$ cat src/rtl/frame_sequencer.sv
// frame_sequencer
//   APU frame sequencer. Divides the system clock into quarter-frame
//   (enable_240hz) and half-frame (enable_120hz) strobes, implements the
//   $4017 frame-counter semantics (4-step / 5-step mode, IRQ inhibit) and
//   raises the level frame interrupt.
//
// Ports
//   clk            system clock, single domain
//   rst_n          asynchronous active-low reset
//   reg_4017       frame-counter register value (bit7 mode, bit6 inhibit)
//   reg_4017_event one-cycle write strobe qualifying reg_4017
//   irq_ack        one-cycle status-read strobe, clears frame_irq
//   enable_240hz   quarter-frame strobe, one clk wide (registered)
//   enable_120hz   half-frame strobe, one clk wide (registered)
//   frame_irq      level frame interrupt (registered)
//   frame_step     current sequencer step 0..4 (registered)
module frame_sequencer #(
  parameter int QUARTER = 7457
) (
  input  logic       clk,
  input  logic       rst_n,
  input  logic [7:0] reg_4017,
  input  logic       reg_4017_event,
  input  logic       irq_ack,
  output logic       enable_240hz,
  output logic       enable_120hz,
  output logic       frame_irq,
  output logic [2:0] frame_step
);

  localparam logic [12:0] TERM = 13'(QUARTER - 1);

  logic [12:0] cnt_q, cnt_d;
  logic [2:0]  step_q, step_d;
  logic        mode_q, mode_d;
  logic        inh_q, inh_d;
  logic        qtr_q, qtr_d;
  logic        half_q, half_d;
  logic        irq_q, irq_d;
  logic        irq_set;

  // Only the mode and inhibit bits of $4017 matter here.
  logic        unused_reg_bits;
  assign unused_reg_bits = ^reg_4017[5:0];

  always_comb begin
    cnt_d   = cnt_q + 13'd1;
    step_d  = step_q;
    mode_d  = mode_q;
    inh_d   = inh_q;
    qtr_d   = 1'b0;
    half_d  = 1'b0;
    irq_d   = irq_q;
    irq_set = 1'b0;

    if (cnt_q == TERM) begin
      cnt_d = '0;
      if (!mode_q) begin
        // 4-step sequence; a stale step outside 0..3 just wraps silently.
        case (step_q)
          3'd0: begin qtr_d = 1'b1; step_d = 3'd1; end
          3'd1: begin qtr_d = 1'b1; half_d = 1'b1; step_d = 3'd2; end
          3'd2: begin qtr_d = 1'b1; step_d = 3'd3; end
          3'd3: begin
            qtr_d   = 1'b1;
            half_d  = 1'b1;
            step_d  = 3'd0;
            irq_set = !inh_q;
          end
          default: step_d = 3'd0;
        endcase
      end else begin
        // 5-step sequence: step 3 is a silent gap, never raises an IRQ.
        case (step_q)
          3'd0: begin qtr_d = 1'b1; step_d = 3'd1; end
          3'd1: begin qtr_d = 1'b1; half_d = 1'b1; step_d = 3'd2; end
          3'd2: begin qtr_d = 1'b1; step_d = 3'd3; end
          3'd3: step_d = 3'd4;
          3'd4: begin qtr_d = 1'b1; half_d = 1'b1; step_d = 3'd0; end
          default: step_d = 3'd0;
        endcase
      end
    end

    // IRQ priority, lowest first: ack clear, terminal set, inhibit-write clear.
    if (irq_ack) irq_d = 1'b0;

    if (reg_4017_event) begin
      // A write discards whatever the terminal count produced this cycle.
      mode_d = reg_4017[7];
      inh_d  = reg_4017[6];
      cnt_d  = '0;
      step_d = 3'd0;
      qtr_d  = reg_4017[7];
      half_d = reg_4017[7];
      if (reg_4017[6]) irq_d = 1'b0;
    end else if (irq_set) begin
      irq_d = 1'b1;
    end
  end

  always_ff @(posedge clk or negedge rst_n) begin
    if (!rst_n) begin
      cnt_q  <= '0;
      step_q <= '0;
      mode_q <= 1'b0;
      inh_q  <= 1'b0;
      qtr_q  <= 1'b0;
      half_q <= 1'b0;
      irq_q  <= 1'b0;
    end else begin
      cnt_q  <= cnt_d;
      step_q <= step_d;
      mode_q <= mode_d;
      inh_q  <= inh_d;
      qtr_q  <= qtr_d;
      half_q <= half_d;
      irq_q  <= irq_d;
    end
  end

  assign enable_240hz = qtr_q;
  assign enable_120hz = half_q;
  assign frame_irq    = irq_q;
  assign frame_step   = step_q;

endmodule

$ cat config.mk
export PLATFORM = sky130hd
export DESIGN_NAME = frame_sequencer
export DESIGN_NICKNAME = d
export VERILOG_FILES = /design/src/rtl/frame_sequencer.sv
export SDC_FILE = /design/constraint.sdc
export NUM_CORES = 1
export LEC_CHECK = 0
export ABC_AREA = 1
export BUFFER_PORTS_ARGS = -buffer_cell sky130_fd_sc_hd__buf_2
export CELL_PAD_IN_SITES_DETAIL_PLACEMENT = 1
export CELL_PAD_IN_SITES_GLOBAL_PLACEMENT = 1
export CORE_UTILIZATION = 36
export CTS_CLUSTER_SIZE = 14
export DETAILED_ROUTE_END_ITERATION = 16
export PLACE_DENSITY_LB_ADDON = 0.1
export SYNTH_ARGS = -nofsm -noshare
export SYNTH_HDL_FRONTEND = slang
export SYNTH_SLANG_ARGS = --single-unit
$ cat constraint.sdc
create_clock -name clk -period 1.37 [get_ports clk]
set_clock_uncertainty 0.05 [all_clocks]
set_input_delay 0.0685 -clock clk [delete_from_list [all_inputs] [get_ports clk]]
set_output_delay 0.0685 -clock clk [all_outputs]
set_load 0.02 [all_outputs]
==> flow_summary.yaml <==
status:
  status: "complete, but fails checks"
  violations: "setup timing"
job:
  cap_violations: 0
placement:
  routabilityCongestion: 0.7372
  dpl.hpwl_mm: 2.053
  place_ws_ns: -0.07733
  dp.cells: 207
  portBuffers: 11
logic_synthesis:
  ys_async_sr_fraction: 1.000
  yosys.area_share.simple: 0.3571
  yosys.cell_types.count: 23
  synth_top_family_by_area: "simple AND/OR/NAND/NOR gates"
  synth_mux_area_frac: 0
  ys_warn_count: 0
  avgSynthCellArea_um2: 7.759
  dominantRegCellSynth: "dfrtp_1"
  synthTopCellsByArea: "dfrtp_1 45%, nand2_1 11%, nand3_1 6.9%"
  ys_ff_latch: 21
  netlist_instances: 149
  synth_seq_area_share: 0.4545
  synthAdderAreaFrac: 0.02165
  synth_edf_count: 0
  synth_compound_gate_area_share: 0.06169
  synth_nets: 163
  synth_xor_xnor_area_share: 0.03030
  synth_top_area_share: 0.4545
  syn_area_um2: 1156
  synth_top_cell_by_area: "dfrtp_1"
die:
  initial_core_util: 0.3787
  dieArea_um2: 3442
  chipHeight_um: 58.67
  fp-row-count: 20
  ios: 18
  die_w_um: 58.67
  core_area_um2: 3053
worst_setup_path:
  path_buf_inv: 1
  path_class: "reg2reg"
  path_cells: "ha_2 -> nand2_4 -> nor2_4 -> buf_4 -> xor2_1 -> nor2_1"
  end_kind: "register"
  cpMaxStageDelayCell: "dfrtp_1"
  crit_required_ns: 1.53
  slowest_delay_ns: 0.41
  start_kind: "register"
  crit_family: "flip-flops"
  r2r_slack_ns: -0.009
  path_max_fanout: 6
  arrival_ns: 1.54
pwr:
  p_int_mw: 0.8007
  power_density_nw_per_um2: 745.4
  p_sw_mw: 0.2886
  swShare: 0.2649
  comb_power_share: 0.123
  static-leakage-power_nw: 0.6742
  pwr-share-seq: 0.595
  peakVddDrop_mv: 0.3084
  power.share.clock: 0.282
timing:
  drv_slew: 0
  relSlewSlack: 0.6811
  min_period_over_period: 1.007
  tightestPinTransition_ns: 0.4784
  finalHoldViolCount: 0
  fin_crit_ns: 1.379
  rsz0062_at_grt: "yes"
  whs_ns: 0.04782
  fin_ws_ns: -0.009269
  timing.fmax_ghz: 0.7250
  setup_viol: 2
finish:
  register_area_um2: 526.8
  layout.nets: 189
  multiInputGateArea_um2: 628.1
  drive_above_1_share: 0.2931
  fillCellCount: 380
  layout.cells.non_filler: 218
  num_antenna_cells: 0
  area_growth_pct: 26.41
global_route:
  met3_usage: 0.01978
  met1_usage: 0.2612
  grt_first_pass_wirelength_mm: 4.981
  busiest_layer: "met2"
  gr-total-overflow: 0
  grt_pass1_vias: 1050
  track_usage: 0.1956
  grt_max_degree: 22
  antenna_found_initial: 0
  grt_util_met2: 0.3350
detailed_routing:
  viasPerCell: 4.821
  drt_iter0_drc: 12
  wl_per_cell_um: 13.35
  post-route-drc-count: 0
  vias: 1051
  drt-pass1-iter-count: 5
  drt_wl_total_mm: 2.910
  ant_nets: 0
clocking:
  clk_pin_slew_worst_paths_ns: 0.12
  cts_root_buf: "clkbuf_4"
  worstSkewPairLatency_ns: 0.31
  cts_max_path_buffers: 2
  cts-buffers-inserted: 3
  htreeDepth: 1
  cts_tree: "built"
  cts.sinks: 21
min_path:
  hold_path.class: "in2reg"
==> kinds of logic after synthesis <==
group,count (synthesis)
compound gates,12
xor+xnor,4
fa+ha+maj,2
buf+inv,23
flops,21
simple gates,87
==> cells in the mapped netlist, types with 3 or more instances <==
cell	count
inv_1	17
inv_2	4
xor2_1	4
o21ai_0	4
o21ai_1	3
nand3_1	16
dfrtp_1	21
nand2_1	33
nor2_1	20
nor2_2	6
nand4_1	5
==> registers in the layout, summed over array words and instances (netlist names) <==
name / cells
frame_step: 3
enable_120hz: 1
enable_240hz: 1
inh_q: 1
cnt_q: 13
mode_q: 1
frame_irq: 1
==> power by group through the flow <==
stage / registers (mW) / clock network [mW] / logic (mW)
finish: 0.649 / 0.307 / 0.134
global route: 0.652 / 0.351 / 0.152
CTS: 0.647 / 0.330 / 0.129
detailed placement: 0.658 / 0 / 0.101
global placement: 0.657 / 0 / 0.0968
floorplan: 0.661 / 0 / 0.0500
==> what timing repair did <==
item,CTS,global route
resized for setup,10,10
setup buffers,1,1
pin swaps,9,5
hold endpoints to repair,26,0
gates cloned,1,0
setup endpoints to repair,11,16
hold buffers,4,0
==> metrics by stage <==
stage	setup TNS (ns)	util	total power, mW	area (µm²)
6_report	-0.01224	0.4787	1.089	1461
5_1_grt	-1.219	0.4787	1.154	1461
4_1_cts	-0.03917	0.4639	1.107	1416
3_5_place_dp	-0.3856	0.4234	0.7591	1292
3_3_place_gp	-0.1236	0.4234	0.7541	1292
2_1_floorplan	0	-	0.7111	1156
==> cell type report <==
type	instances	area share
Clock buffer	4	0.01798
Inverter	22	0.05822
Multi-Input combinational cell	106	0.4298
Sequential cell	21	0.3604
Tap cell	44	0.03767
Timing Repair Buffer	21	0.09589
==> path summary, 6_finish.rpt <==
path,cells after the start,from,endpoint
hold / removal,3,reg_4017_event,cnt_q[9]
max in group asynchronous,2,rst_n,cnt_q[2]
hold reg to reg,3,inh_q,frame_irq
setup / recovery,6,cnt_q[1],cnt_q[4]
min in group asynchronous,2,rst_n,cnt_q[10]
setup reg to reg,6,cnt_q[1],cnt_q[4]
==> tightest hold or removal path: stages <==
cell    delay (ns)
buf_2         0.09
buf_4         0.16
nor2_1        0.06
==> layout by cell type (no fill, tap or decap), types with 5 or more instances in the layout <==
cell type / Yosys / routed
buf_2: 0 / 11
buf_4: 0 / 6
dfrtp_1: 21 / 20
inv_1: 17 / 16
nand2_1: 33 / 30
nand3_1: 16 / 12
nand3_2: 0 / 5
nand4_1: 5 / 5
nor2_1: 20 / 19
nor2_2: 6 / 6
==> metal layers <==
metal	wire length [µm]	vias to the layer above	part of all wire
li1	-	526	-
met1	1334	511	0.46
met2	1472	10	0.51
met3	72	4	0.025
met4	31	0	0.011
met5	0	-	0
No activity file was read; power rests on OpenSTA's default activity.
